[src/rtl/alu_pkg.sv]
// Shared encodings for the ALU front-end: one-hot sequencer states,
// ALU opcodes and bit positions of the latched flag vector.
package alu_pkg;

  localparam logic [4:0] S_GET_A  = 5'b00001;
  localparam logic [4:0] S_GET_B  = 5'b00010;
  localparam logic [4:0] S_GET_OP = 5'b00100;
  localparam logic [4:0] S_EXEC   = 5'b01000;
  localparam logic [4:0] S_SHOW   = 5'b10000;

  typedef enum logic [4:0] {
    ST_GET_A  = S_GET_A,
    ST_GET_B  = S_GET_B,
    ST_GET_OP = S_GET_OP,
    ST_EXEC   = S_EXEC,
    ST_SHOW   = S_SHOW
  } state_e;

  localparam logic [2:0] OP_ADD = 3'b000;
  localparam logic [2:0] OP_SUB = 3'b001;
  localparam logic [2:0] OP_NOT = 3'b010;
  localparam logic [2:0] OP_AND = 3'b011;
  localparam logic [2:0] OP_OR  = 3'b100;
  localparam logic [2:0] OP_XOR = 3'b101;
  localparam logic [2:0] OP_SLT = 3'b110;
  localparam logic [2:0] OP_EQ  = 3'b111;

  localparam int unsigned FLAG_Z = 0;
  localparam int unsigned FLAG_V = 1;
  localparam int unsigned FLAG_C = 2;

endpackage

[src/rtl/btn_debounce.sv]
// Button conditioner: 2-flop synchronizer, stability counter and a
// registered one-cycle pulse on each accepted rising level.
// Ports: clk, rst_n (sync, active-low), btn_raw in, press out.
module btn_debounce
  import alu_pkg::*;
#(
  parameter int unsigned DEBOUNCE_CYCLES = 50000,
  parameter int unsigned CNT_W           = 16
) (
  input  logic clk,
  input  logic rst_n,
  input  logic btn_raw,
  output logic press
);

  logic             sync1_q, sync2_q;
  logic             level_q, level_d;
  logic             level_dly_q;
  logic [CNT_W-1:0] cnt_q, cnt_d;
  logic             press_q, press_d;

  always_comb begin
    cnt_d   = '0;
    level_d = level_q;
    if (sync2_q != level_q) begin
      if (cnt_q == CNT_W'(DEBOUNCE_CYCLES - 1)) begin
        level_d = sync2_q;
      end else begin
        cnt_d = cnt_q + 1'b1;
      end
    end
    // Pulse comes from the already-registered level, so it lags the
    // level flip by one edge.
    press_d = level_q & ~level_dly_q;
  end

  always_ff @(posedge clk) begin
    if (!rst_n) begin
      sync1_q     <= 1'b0;
      sync2_q     <= 1'b0;
      level_q     <= 1'b0;
      level_dly_q <= 1'b0;
      cnt_q       <= '0;
      press_q     <= 1'b0;
    end else begin
      sync1_q     <= btn_raw;
      sync2_q     <= sync1_q;
      level_q     <= level_d;
      level_dly_q <= level_q;
      cnt_q       <= cnt_d;
      press_q     <= press_d;
    end
  end

  assign press = press_q;

endmodule

[src/rtl/alu_operand_sequencer.sv]
// Captures A, B and OP from the switch bank on enter presses, runs one
// EXEC cycle on the ALU and latches its result and flags for display.
// Ports: sw/buttons in, alu_* in; a/b/op to ALU; stage, res_q, flags_q,
// res_valid to the display.
module alu_operand_sequencer
  import alu_pkg::*;
#(
  parameter int unsigned DEBOUNCE_CYCLES = 16'd50000,
  parameter int unsigned CNT_W           = 16
) (
  input  logic       clk,
  input  logic       rst_n,
  input  logic [3:0] sw,
  input  logic       btn_enter,
  input  logic       btn_clear,
  input  logic [3:0] alu_result,
  input  logic       alu_carry,
  input  logic       alu_zero,
  input  logic       alu_overflow,
  output logic [3:0] a,
  output logic [3:0] b,
  output logic [2:0] op,
  output logic [4:0] stage,
  output logic [3:0] res_q,
  output logic [2:0] flags_q,
  output logic       res_valid
);

  logic enter_p, clear_p;

  btn_debounce #(
    .DEBOUNCE_CYCLES(DEBOUNCE_CYCLES),
    .CNT_W          (CNT_W)
  ) u_db_enter (
    .clk    (clk),
    .rst_n  (rst_n),
    .btn_raw(btn_enter),
    .press  (enter_p)
  );

  btn_debounce #(
    .DEBOUNCE_CYCLES(DEBOUNCE_CYCLES),
    .CNT_W          (CNT_W)
  ) u_db_clear (
    .clk    (clk),
    .rst_n  (rst_n),
    .btn_raw(btn_clear),
    .press  (clear_p)
  );

  state_e     state_q, state_d;
  logic [3:0] a_q, a_d, b_q, b_d;
  logic [2:0] op_q, op_d;
  logic [3:0] res_d;
  logic [3:0] res_r;
  logic [2:0] flags_r, flags_d;
  logic       valid_q, valid_d;
  logic       clr_pend_q, clr_pend_d;

  always_comb begin
    state_d    = state_q;
    a_d        = a_q;
    b_d        = b_q;
    op_d       = op_q;
    res_d      = res_r;
    flags_d    = flags_r;
    valid_d    = valid_q;
    clr_pend_d = 1'b0;
    if (state_q == ST_EXEC) begin
      // Result always lands; a clear seen here is replayed in SHOW.
      res_d              = alu_result;
      flags_d[FLAG_C]    = alu_carry;
      flags_d[FLAG_V]    = alu_overflow;
      flags_d[FLAG_Z]    = alu_zero;
      valid_d            = 1'b1;
      clr_pend_d         = clear_p;
      state_d            = ST_SHOW;
    end else if (clear_p || clr_pend_q) begin
      state_d = ST_GET_A;
      a_d     = '0;
      b_d     = '0;
      op_d    = '0;
      res_d   = '0;
      flags_d = '0;
      valid_d = 1'b0;
    end else if (enter_p) begin
      unique case (1'b1)
        state_q[0]: begin
          a_d     = sw;
          state_d = ST_GET_B;
        end
        state_q[1]: begin
          b_d     = sw;
          state_d = ST_GET_OP;
        end
        state_q[2]: begin
          op_d    = sw[2:0];
          state_d = ST_EXEC;
        end
        state_q[4]: begin
          valid_d = 1'b0;
          state_d = ST_GET_A;
        end
        default: ;
      endcase
    end
  end

  always_ff @(posedge clk) begin
    if (!rst_n) begin
      state_q    <= ST_GET_A;
      a_q        <= '0;
      b_q        <= '0;
      op_q       <= '0;
      res_r      <= '0;
      flags_r    <= '0;
      valid_q    <= 1'b0;
      clr_pend_q <= 1'b0;
    end else begin
      state_q    <= state_d;
      a_q        <= a_d;
      b_q        <= b_d;
      op_q       <= op_d;
      res_r      <= res_d;
      flags_r    <= flags_d;
      valid_q    <= valid_d;
      clr_pend_q <= clr_pend_d;
    end
  end

  assign a         = a_q;
  assign b         = b_q;
  assign op        = op_q;
  assign stage     = state_q;
  assign res_q     = res_r;
  assign flags_q   = flags_r;
  assign res_valid = valid_q;

endmodule

[config.mk]
export PLATFORM = sky130hd
export DESIGN_NAME = alu_operand_sequencer
export DESIGN_NICKNAME = d
export VERILOG_FILES = /design/src/rtl/alu_pkg.sv /design/src/rtl/btn_debounce.sv /design/src/rtl/alu_operand_sequencer.sv
export SDC_FILE = /design/constraint.sdc
export NUM_CORES = 1
export LEC_CHECK = 0
export ABC_CLOCK_PERIOD_IN_PS = 3600
export BUFFER_PORTS_ARGS = -buffer_cell sky130_fd_sc_hd__buf_2
export CAP_MARGIN = 20
export CORE_UTILIZATION = 34
export DETAILED_ROUTE_END_ITERATION = 16
export GPL_TIMING_DRIVEN = 0
export PLACE_DENSITY = 0.59
export SLEW_MARGIN = 20
export SYNTH_ARGS = -nofsm -noshare
export SYNTH_HDL_FRONTEND = slang
export SYNTH_SLANG_ARGS = --single-unit
export TNS_END_PERCENT = 5
[constraint.sdc]
create_clock -name clk -period 3.6 [get_ports clk]
set_input_delay 0 -clock clk [delete_from_list [all_inputs] [get_ports clk]]
set_output_delay 0 -clock clk [all_outputs]
set_load 0.005 [all_outputs]
==> run metrics <==
clock sinks 67; Avg Inst Size Synth 9.584 sq um; vias in the first global route 2047; Mapped Area 2846 sq um; Die Wd 93.50 microns; Cells after DPL 440; internal power component 1.015 mW; fraction of layout cells with a size suffix above 1 20.33%; cell taking the most area after synthesis dfxtp_1; sequential cell fraction of total power 56.8%; first-pass GRT wire length 9163 microns; Final Instance Area 3468 sq um; Sw Share 22.67%; number of synthesized flops with an enable pin 0; total power 1.312 mW; ant diodes 0; total track usage 13.34%; Starting Density 34.82%; commonest cells in the synthesized netlist dfxtp_1, nor2_1, xnor2_1, nand2_1, nor2b_1; Row Count 33; count leader, synth dfxtp_1; outcome finished, final reports clean; RSZ-0062 raised after global routing no; TritonCTS clock tree built; RePlAce Congestion 0.8336; worst-skew pair later-pin latency 0.33 ns; Area Growth Syn to Fin 21.85%; fraction of registers with async set/reset 0%; worst-path maximum fanout 10; min Tclk post-route 2.145 ns; Worst Skew 0.009998 ns; drt pass-1 iters 5; hpwl dp 3872 microns; Syn Inst Count 297; Final Net Count 376; Yosys warning total 0; Slew @ Worst Pin 0.5450 ns; sequential share of the synthesized area 47.12%; detailed-route wire length 5440 microns; setup violators final 0; Pins Over Slew Limit 0; PwrDens 378.3 nW/um^2; Vias/cell 4.731; post-route setup TNS 0 ns; Post-CTS Resized 0; Setup WS post-layout 1.455 ns; Min-Delay Path Class primary input to register; Non-Filler Instances 469; Slowest Stage Delay on Critical Path 0.61 ns; WS Path Type register to register; initial antenna violation count 0; routed len/inst 11.60 microns; relative slew slack 63.66%; Die Ht 93.50 microns; H-tree levels 3; Net Sw Power 0.2974 mW; ys flop type dfxtp_1; clk root buf clkbuf_8; Req. time, crit path 3.82 ns; Cell variety after synth 39; crit path cell chain or4b_4, or2_0, buf_6, nand3_2, a21boi_1, dlygate4sd3_1; Post-Place Setup Slack 1.794 ns; Starting DRT DRC Count 60; cts bufs inserted 9; Worst setup EP type register; fin crit share 59.58%; largest net degree at the start of global routing 13; syn_nets 314; Leak 1.298 nW; clk buf depth 2; synth top area cells dfxtp_1, xnor2_1, nor2_1; Seq cells post-synth 67; Fillers 804; total die area 8742 sq um; DRC violation count after routing 0; logic gate share of total power 2.8%; GRT overflow 0; CP Launch Type register; I/O Buffers 38; Synth top area share 47.12%; max frequency 466.2 MHz; Hold Violations, Final 0; # IOs 39; area post-placement 3168 sq um; Core ar. 8175 sq um; maximum vdd ir drop 0.1223 mV; Worst Path Arrival 2.36 ns; via count 2219; CTS clk-pin slew, worst paths 0.08 ns; crit path max-delay cell type or4b_4; clock group share of total power 40.4%; max cap viols 0; post-route ant nets 0
layout make-up:
class                      instances  area [sq um]  share of cell area (%)
clock buffer                      10         127.6                   3.680
multi-input combinational        212          1425                   41.09
sequential                        67          1341                   38.67
clock inverter                     6         42.54                   1.227
inverter                           7         26.28                  0.7576
timing repair buffer              51         320.3                   9.235
buffer                            11         53.80                   1.551
tap                              105         131.4                   3.788
layout by cell type (no fill, tap or decap), drive strengths merged, types with 2 or more instances in the layout:
master,instances
dfxtp,67
buf,43
nor2,39
xnor2,22
nand2,19
nand3,19
clkbuf,16
nor2b,15
dlygate4sd3,13
and2,10
mux2i,10
nand4,10
nor3,9
a21boi,9
nor4,8
xor2,7
inv,7
and3,5
nor4bb,4
a21oi,4
clkinv,4
nor4b,3
a22oi,3
o2bb2ai,3
nand2b,2
ha,2
clkinvlp,2
or2,2
path summary, 6_finish.rpt:
kind / from / to / slack, ns / cells past startpoint
min: rst_n / u_db_enter.level_dly_q / 0.04 / 2
max reg2reg: stage[2] / res_q[0] / 1.46 / 6
max: stage[2] / res_q[0] / 1.46 / 6
min reg2reg: u_db_enter.level_dly_q / u_db_enter.press / 0.38 / 1
power groups by stage:
stage | registers (mW) | logic (mW) | clock network, mW
5_1_grt | 0.745 | 0.0413 | 0.595
3_3_place_gp | 0.762 | 0.0275 | 0
3_5_place_dp | 0.762 | 0.0275 | 0
2_1_floorplan | 0.762 | 0.0140 | 0
4_1_cts | 0.745 | 0.0374 | 0.553
6_report | 0.745 | 0.0372 | 0.530
metal layers:
layer | wire length [microns] | vias up | global-route usage (%)
met3 | 181 | 5 | 3.333
met2 | 2467 | 44 | 21.38
met5 | 0 | - | 0
met4 | 69 | 0 | 6.538
li1 | - | 1156 | -
met1 | 2721 | 1014 | 16.63
sequential cells by signal (all words and copies together), names as in the netlist:
signal / cells
op: 3
u_db_enter.level_q: 1
u_db_enter.press: 1
u_db_clear.level_q: 1
u_db_clear.level_dly_q: 1
u_db_enter.level_dly_q: 1
u_db_clear.cnt_q: 16
clr_pend_q: 1
res_valid: 1
flags_q: 3
stage: 5
u_db_enter.sync2_q: 1
res_q: 4
u_db_clear.sync1_q: 1
u_db_enter.sync1_q: 1
a: 4
u_db_clear.sync2_q: 1
u_db_clear.press: 1
u_db_enter.cnt_q: 16
b: 4
repair_timing:
item                                    in CTS  in global routing
endpoints found under the setup margin       0                  0
hold buffers                                13                  0
setup buffers                                0                  0
endpoints found under the hold margin       12                  0
worst max-delay path, delay by kind of cell (launching register included):
kind / cells / cell delay, ns
flip-flops: 1 / 0.34
AO/OA/AOI/OAI: 1 / 0.06
AND/OR/NAND/NOR: 3 / 0.92
buffers and inverters: 2 / 0.72
per-stage QoR:
step	hold WS, ns	utilization [%]
final	0.04030	42.42
after global routing	0.04612	42.42
after CTS	0.03262	42.42
after detailed placement	0.2288	38.75
after global placement	0.2247	38.75
after floorplan	0.1273	-
logic make-up (layout without fill, tap and decap cells):
logic type | count (synthesis) | after routing | share of synthesized area [%]
adders and majority gates | 2 | 2 | 0.8790
DFF | 67 | 67 | 47.12
muxes | 10 | 10 | 3.517
buffers and inverters | 18 | 85 | 2.813
and+or+nand+nor | 149 | 149 | 29.63
xor gates and xnor gates | 29 | 29 | 8.923
AOI/OAI and AO/OA | 22 | 22 | 7.121
Note: power is estimated with default switching activity, not from simulation.
